===== src/rtl/aer_receiver.sv =====
// aer_receiver
//   Input-side AER slave. Terminates the 4-phase AERIN_REQ/AERIN_ACK link
//   from the image encoder, queues captured pixel IDs in a small FIFO and
//   presents them to the core over a valid/ready interface. It also keeps
//   a saturating per-inference event count that FLUSH clears.
//
// Ports
//   CLK          clock, all logic on the rising edge
//   RST          synchronous reset, active-low
//   AERIN_ADDR   AER address (bundled data, stable while AERIN_REQ is high)
//   AERIN_REQ    AER request, asynchronous to CLK
//   AERIN_ACK    AER acknowledge, registered
//   SPIKE_ADDR   head-of-FIFO address (0 when the FIFO is empty)
//   SPIKE_VALID  FIFO non-empty
//   SPIKE_READY  core accepts the head event when high with SPIKE_VALID
//   FLUSH        single-cycle pulse, empties the FIFO and clears EVENT_COUNT
//   FIFO_FULL    FIFO occupancy equals FIFO_DEPTH
//   EVENT_COUNT  events accepted since reset/FLUSH, saturating
module aer_receiver #(
   parameter int ADDR_BITS  = 8,
   parameter int FIFO_DEPTH = 4,
   parameter int COUNT_BITS = 9
) (
   input  logic                  CLK,
   input  logic                  RST,
   input  logic [ADDR_BITS-1:0]  AERIN_ADDR,
   input  logic                  AERIN_REQ,
   output logic                  AERIN_ACK,
   output logic [ADDR_BITS-1:0]  SPIKE_ADDR,
   output logic                  SPIKE_VALID,
   input  logic                  SPIKE_READY,
   input  logic                  FLUSH,
   output logic                  FIFO_FULL,
   output logic [COUNT_BITS-1:0] EVENT_COUNT
);

   localparam int PTR_W = $clog2(FIFO_DEPTH);
   localparam logic [PTR_W:0]      PTR_ONE   = (PTR_W+1)'(1);
   localparam logic [COUNT_BITS-1:0] COUNT_ONE = COUNT_BITS'(1);

   typedef enum logic [1:0] {
      IDLE    = 2'd0,
      ACKED   = 2'd1,
      RELEASE = 2'd2
   } state_t;

   // Saturating increment: the counter sticks at its all-ones value.
   function automatic logic [COUNT_BITS-1:0] sat_inc(input logic [COUNT_BITS-1:0] v);
      return (v == {COUNT_BITS{1'b1}}) ? v : v + COUNT_ONE;
   endfunction

   logic                  req_sync_p0;
   logic                  req_sync_p1;
   state_t                state;
   logic                  ack_q;
   logic [COUNT_BITS-1:0] count_q;
   logic [PTR_W:0]        wr_ptr;
   logic [PTR_W:0]        rd_ptr;
   logic [ADDR_BITS-1:0]  fifo_mem [FIFO_DEPTH];

   logic fifo_empty;
   logic fifo_full;
   logic push;
   logic pop;

   // Extra MSB on the pointers separates "full" from "empty" when the
   // index bits match.
   assign fifo_empty = (wr_ptr == rd_ptr);
   assign fifo_full  = (wr_ptr[PTR_W] != rd_ptr[PTR_W]) &&
                       (wr_ptr[PTR_W-1:0] == rd_ptr[PTR_W-1:0]);

   // Eligibility uses the pre-edge occupancy, so a full FIFO that is being
   // popped this cycle still refuses the push; the FSM retries next cycle.
   assign push = (state == IDLE) && req_sync_p1 && !fifo_full;
   assign pop  = !fifo_empty && SPIKE_READY;

   // Stage p0/p1: two-flop synchroniser for the asynchronous request.
   // Handshake FSM, FIFO pointers and event counter follow on req_sync_p1.
   always_ff @(posedge CLK) begin
      if (!RST) begin
         req_sync_p0 <= 1'b0;
         req_sync_p1 <= 1'b0;
         state       <= IDLE;
         ack_q       <= 1'b0;
         count_q     <= '0;
         wr_ptr      <= '0;
         rd_ptr      <= '0;
      end else begin
         req_sync_p0 <= AERIN_REQ;
         req_sync_p1 <= req_sync_p0;

         // FLUSH does not touch the handshake: an acked event still
         // completes its return-to-zero phase, only its data is dropped.
         case (state)
            IDLE: begin
               if (push) begin
                  ack_q <= 1'b1;
                  state <= ACKED;
               end
            end
            ACKED: begin
               if (!req_sync_p1) begin
                  ack_q <= 1'b0;
                  state <= RELEASE;
               end
            end
            RELEASE: begin
               // One guaranteed ACK-low cycle before a new capture.
               state <= IDLE;
            end
            default: begin
               ack_q <= 1'b0;
               state <= IDLE;
            end
         endcase

         if (FLUSH) begin
            wr_ptr  <= '0;
            rd_ptr  <= '0;
            count_q <= '0;
         end else begin
            if (push) begin
               wr_ptr  <= wr_ptr + PTR_ONE;
               count_q <= sat_inc(count_q);
            end
            if (pop) begin
               rd_ptr <= rd_ptr + PTR_ONE;
            end
         end
      end
   end

   // Storage carries data only; validity comes from the pointers, so it
   // needs no reset. The address is sampled on the push edge alone.
   always_ff @(posedge CLK) begin
      if (push && !FLUSH) begin
         fifo_mem[wr_ptr[PTR_W-1:0]] <= AERIN_ADDR;
      end
   end

   assign AERIN_ACK   = ack_q;
   assign SPIKE_VALID = !fifo_empty;
   assign SPIKE_ADDR  = fifo_empty ? '0 : fifo_mem[rd_ptr[PTR_W-1:0]];
   assign FIFO_FULL   = fifo_full;
   assign EVENT_COUNT = count_q;

endmodule


===== config.mk =====
export PLATFORM = sky130hd
export DESIGN_NAME = aer_receiver
export DESIGN_NICKNAME = d
export VERILOG_FILES = /design/src/rtl/aer_receiver.sv
export SDC_FILE = /design/constraint.sdc
export NUM_CORES = 1
export LEC_CHECK = 0
export ABC_AREA = 1
export CORE_MARGIN = 4
export CORE_UTILIZATION = 49
export CTS_CLUSTER_DIAMETER = 40
export DETAILED_ROUTE_END_ITERATION = 16
export HOLD_SLACK_MARGIN = 0.05
export PLACE_DENSITY = 0.76
export SETUP_SLACK_MARGIN = 0.02
export SLEW_MARGIN = 20
export SYNTH_ARGS = -nofsm -noshare
export SYNTH_HDL_FRONTEND = slang
export SYNTH_SLANG_ARGS = --single-unit

===== constraint.sdc =====
create_clock -name CLK -period 4.58 [get_ports CLK]
set_clock_uncertainty 0.1 [all_clocks]
set_input_delay 0.916 -clock CLK [delete_from_list [all_inputs] [get_ports CLK]]
set_output_delay 0.916 -clock CLK [all_outputs]
set_load 0.01 [all_outputs]

==> summary.md <==
| Metric | Value |
|---|---|
| Internal power | a little over 700 µW |
| Total area of sequential cells | about 0.0014 mm² |
| Total power density per cell area | 308.5 mW/mm² |
| Resized Gates After CTS | 0 |
| Overall fraction of global-route tracks in use | approximately 15% |
| MaxCap Viol Count | 0 |
| Minimum clock period | slightly above 3000 ps |
| Share of power burned in the clock network | 35.9% |
| Yosys top cell by area | sky130_fd_sc_hd__edfxtp_1 |
| Layout area overhead | 20.53% |
| Switch Pwr | 185.2 µW |
| Residual antenna-violating net count after detailed routing | 0 |
| Kind of launch point of the worst setup path | flip-flop |
| Total congestion overflow | 0 |
| Sequential area share after synthesis | 58.36% |
| Quantity of I/O buffers inserted on ports | 32 |
| Worst Path Max Fanout | 11 |
| Routed length per instance | 11.81 µm |
| CTS buffer count | 5 |
| Root cell of the clock tree | sky130_fd_sc_hd__clkbuf_8 |
| Number of distinct library cells after synthesis | 26 |
| Setup Total Neg Slack | 0 ps |
| TritonCTS sink count | 54 |
| Switching Share | roughly a fifth |
| Register bit count reported by yosys | 54 |
| Max IR drop VDD | about 0.15 mV |
| Number of warnings reported in the yosys synthesis log | 0 |
| Post-CTS Setup Repair Bufs | 0 |
| Final count of negative-setup-slack endpoints | 0 |
| Clock tree from TritonCTS | built |
| Number of primary I/O pins | 33 |
| FMAX | 0.3217 GHz |
| Initial antenna violation count | 0 |
| Synth Net Count | 272 |
| Average size of a mapped cell | 9.528 µm² |
| Diodes inserted | 0 |
| Die Footprint | 0.006084 mm² |
| Count of standard-cell rows | 25 |
| Combinational share of power | 5.7% |
| Leak pwr | 1.104 nW |
| Status | completed |
| Number of vias after detailed routing | 1,714 |
| Reg clk slew, reported paths | 90 ps |
| Kind of critical path | reg2out |
| Pre-Repair DR Iteration Count | 4 |
| Final std cell area, no fill | around 0.0029 mm² |
| Post-synthesis instance area | 0.002401 mm² |
| Pin count of the biggest net entering global routing | 19 |
| Req. time, crit path | between 3000 and 4000 ps |
| Final net count | 305 |
| Worst-Skew Late Latency | just over 300 ps |
| Cells after synthesis | 252 |
| Class of the tightest hold or removal check | reg2reg |
| Proportion of layout cells with a drive suffix above 1 | 7.692% |
| Buffer levels on the longest clock path | 2 |
| Post-layout util | around three fifths |
| Share of the clock period used by the worst path after layout | about 68% |
| Die Span Y | 78 µm |
| Initial detailed-routing violation count | 63 |
| Cell area after placement | 0.002778 mm² |
| Hold Vio Cnt, Final | 0 |
| Hold Buf Count CTS | 0 |
| Synth top area cells | sky130_fd_sc_hd__edfxtp_1 (40%), sky130_fd_sc_hd__dfxtp_1 (18%), sky130_fd_sc_hd__nand2_1 (8.4%) |
| Routability-driven placement congestion ratio | 0.7814 |
| Slew HR | 65.46% |
| Top cell type's share of synthesized area | 40.02% |
| DPL Wire Length | 2.969 mm |
| DRC violation count after routing | 0 |
| Arrival @ worst endpoint | 2090 ps |
| Unrepaired setup endpoints after global routing | false |
| Via count of the first global-routing pass | 1,645 |
| Standard cell core area | between 0.004 and 0.005 mm² |
| Area occupied by multi-input gates | 844.6 µm² |
| Category of the worst setup path capture point | primary output |
| Sequential Power Share | between 50% and 60% |
| Worst-Margin Slew | 517.4 ps |
| Initial core utilization | between 50% and 60% |
| Final-layout fill cell count | roughly 400 |
| Overall routed net length | 4.170 mm |
| Avg Vias per Cell | 4.856 |
| Max Slew Vio Count | 0 |
| First-pass GRT wire length | 7.458 mm |
| H-tree depth reported by CTS | 2 |
| DIE WIDTH | 78 µm |
cells in the final DEF, fill, tap and decap left out, types with 4 or more instances in the layout:
master,instances
sky130_fd_sc_hd__nand2_1,54
sky130_fd_sc_hd__nor2_1,35
sky130_fd_sc_hd__edfxtp_1,32
sky130_fd_sc_hd__clkdlybuf4s50_1,32
sky130_fd_sc_hd__inv_1,31
sky130_fd_sc_hd__dfxtp_1,22
sky130_fd_sc_hd__a21oi_1,15
sky130_fd_sc_hd__o21ai_0,13
sky130_fd_sc_hd__o32ai_1,8
sky130_fd_sc_hd__ha_1,7
sky130_fd_sc_hd__nand3_1,6
sky130_fd_sc_hd__clkbuf_8,5
sky130_fd_sc_hd__nor2_2,4
per-stage QoR:
step	hold slack, ps	std cells	setup WS, ps	power, mW
3_5_place_dp	304.9	345	1757	0.5838
3_3_place_gp	297.8	345	1791	0.5827
5_1_grt	339.4	353	1252	0.9307
6_report	322.1	353	1472	0.8930
4_1_cts	327.7	353	1414	0.9057
2_1_floorplan	290.0	252	2467	0.5572
cell usage after synthesis:
cell type and n:
sky130_fd_sc_hd__nor3b_4 1, sky130_fd_sc_hd__xor2_1 3, sky130_fd_sc_hd__nand2_2 1, sky130_fd_sc_hd__nand3_4 1, sky130_fd_sc_hd__nand3b_1 1, sky130_fd_sc_hd__nand4_1 3
sky130_fd_sc_hd__nor3_1 1, sky130_fd_sc_hd__inv_2 3, sky130_fd_sc_hd__ha_1 7, sky130_fd_sc_hd__clkbuf_1 2, sky130_fd_sc_hd__edfxtp_1 32, sky130_fd_sc_hd__o32ai_1 8
sky130_fd_sc_hd__nand2_4 1, sky130_fd_sc_hd__nor2_8 1, sky130_fd_sc_hd__or2_4 1, sky130_fd_sc_hd__nand3_1 6, sky130_fd_sc_hd__nand2_1 54, sky130_fd_sc_hd__o211ai_1 1
sky130_fd_sc_hd__a21oi_1 15, sky130_fd_sc_hd__nor2_2 4, sky130_fd_sc_hd__inv_1 31, sky130_fd_sc_hd__dfxtp_1 22, sky130_fd_sc_hd__o21ai_0 13, sky130_fd_sc_hd__buf_2 4
sky130_fd_sc_hd__nand3_2 1, sky130_fd_sc_hd__nor2_1 35
area by class of cell:
cell class | count | area share, %
Multi-Input combinational cell | 158 | 29.18
Timing Repair Buffer | 32 | 11.07
Tap cell | 67 | 2.897
Sequential cell | 54 | 48.42
Inverter | 34 | 4.410
Clock buffer | 5 | 2.378
Clock inverter | 3 | 1.643
cell families (layout without fill, tap and decap cells):
logic type	after synthesis	count (layout)	synth area share [%]
xor gates and xnor gates	3	3	1.095
and+or+nand+nor	111	111	21.37
buffers and inverters	40	74	6.462
adders and majority gates	7	7	3.648
AOI/OAI and AO/OA	37	37	9.067
DFF	54	54	58.36
critical path, stage by stage (launching register included):
cell and delay [ps]:
sky130_fd_sc_hd__dfxtp_1 350, sky130_fd_sc_hd__inv_2 100, sky130_fd_sc_hd__nand2_1 60, sky130_fd_sc_hd__nand2_1 110
sky130_fd_sc_hd__nand4_1 440, sky130_fd_sc_hd__nand2_1 210, sky130_fd_sc_hd__inv_1 50, sky130_fd_sc_hd__clkdlybuf4s50_1 470
sequential cells by signal (all words and copies together) (netlist names), named ones only:
name and cells:
fifo_mem 32, rd_ptr 3, EVENT_COUNT 9, AERIN_ACK 1, wr_ptr 3, req_sync_p1 1
state 2, req_sync_p0 1
path summary, 6_finish.rpt:
kind	startpoint	end	slack (ps)	cells past startpoint
max	wr_ptr[0]	SPIKE_ADDR[0]	1470	7
min	req_sync_p0	req_sync_p1	320	2
max reg2reg	EVENT_COUNT[0]	EVENT_COUNT[0]	2420	10
min reg2reg	req_sync_p0	req_sync_p1	320	2
power groups by stage:
stage | registers (mW) | logic (mW) | clock network, mW
2_1_floorplan | 0.531 | 0.0257 | 0
3_3_place_gp | 0.532 | 0.0502 | 0
3_5_place_dp | 0.533 | 0.0511 | 0
4_1_cts | 0.522 | 0.0513 | 0.333
5_1_grt | 0.522 | 0.0564 | 0.352
6_report | 0.521 | 0.0506 | 0.321
layer usage:
layer	up-vias	routed length, µm	track usage (%)	share of wire, %
met5	-	0	0	0
met4	0	31	4.545	0.74
met3	4	192	4.060	4.6
met2	37	2015	24.91	48
met1	779	1930	20.07	46
li1	894	-	-	-
Power figures use the tool's default switching activity.
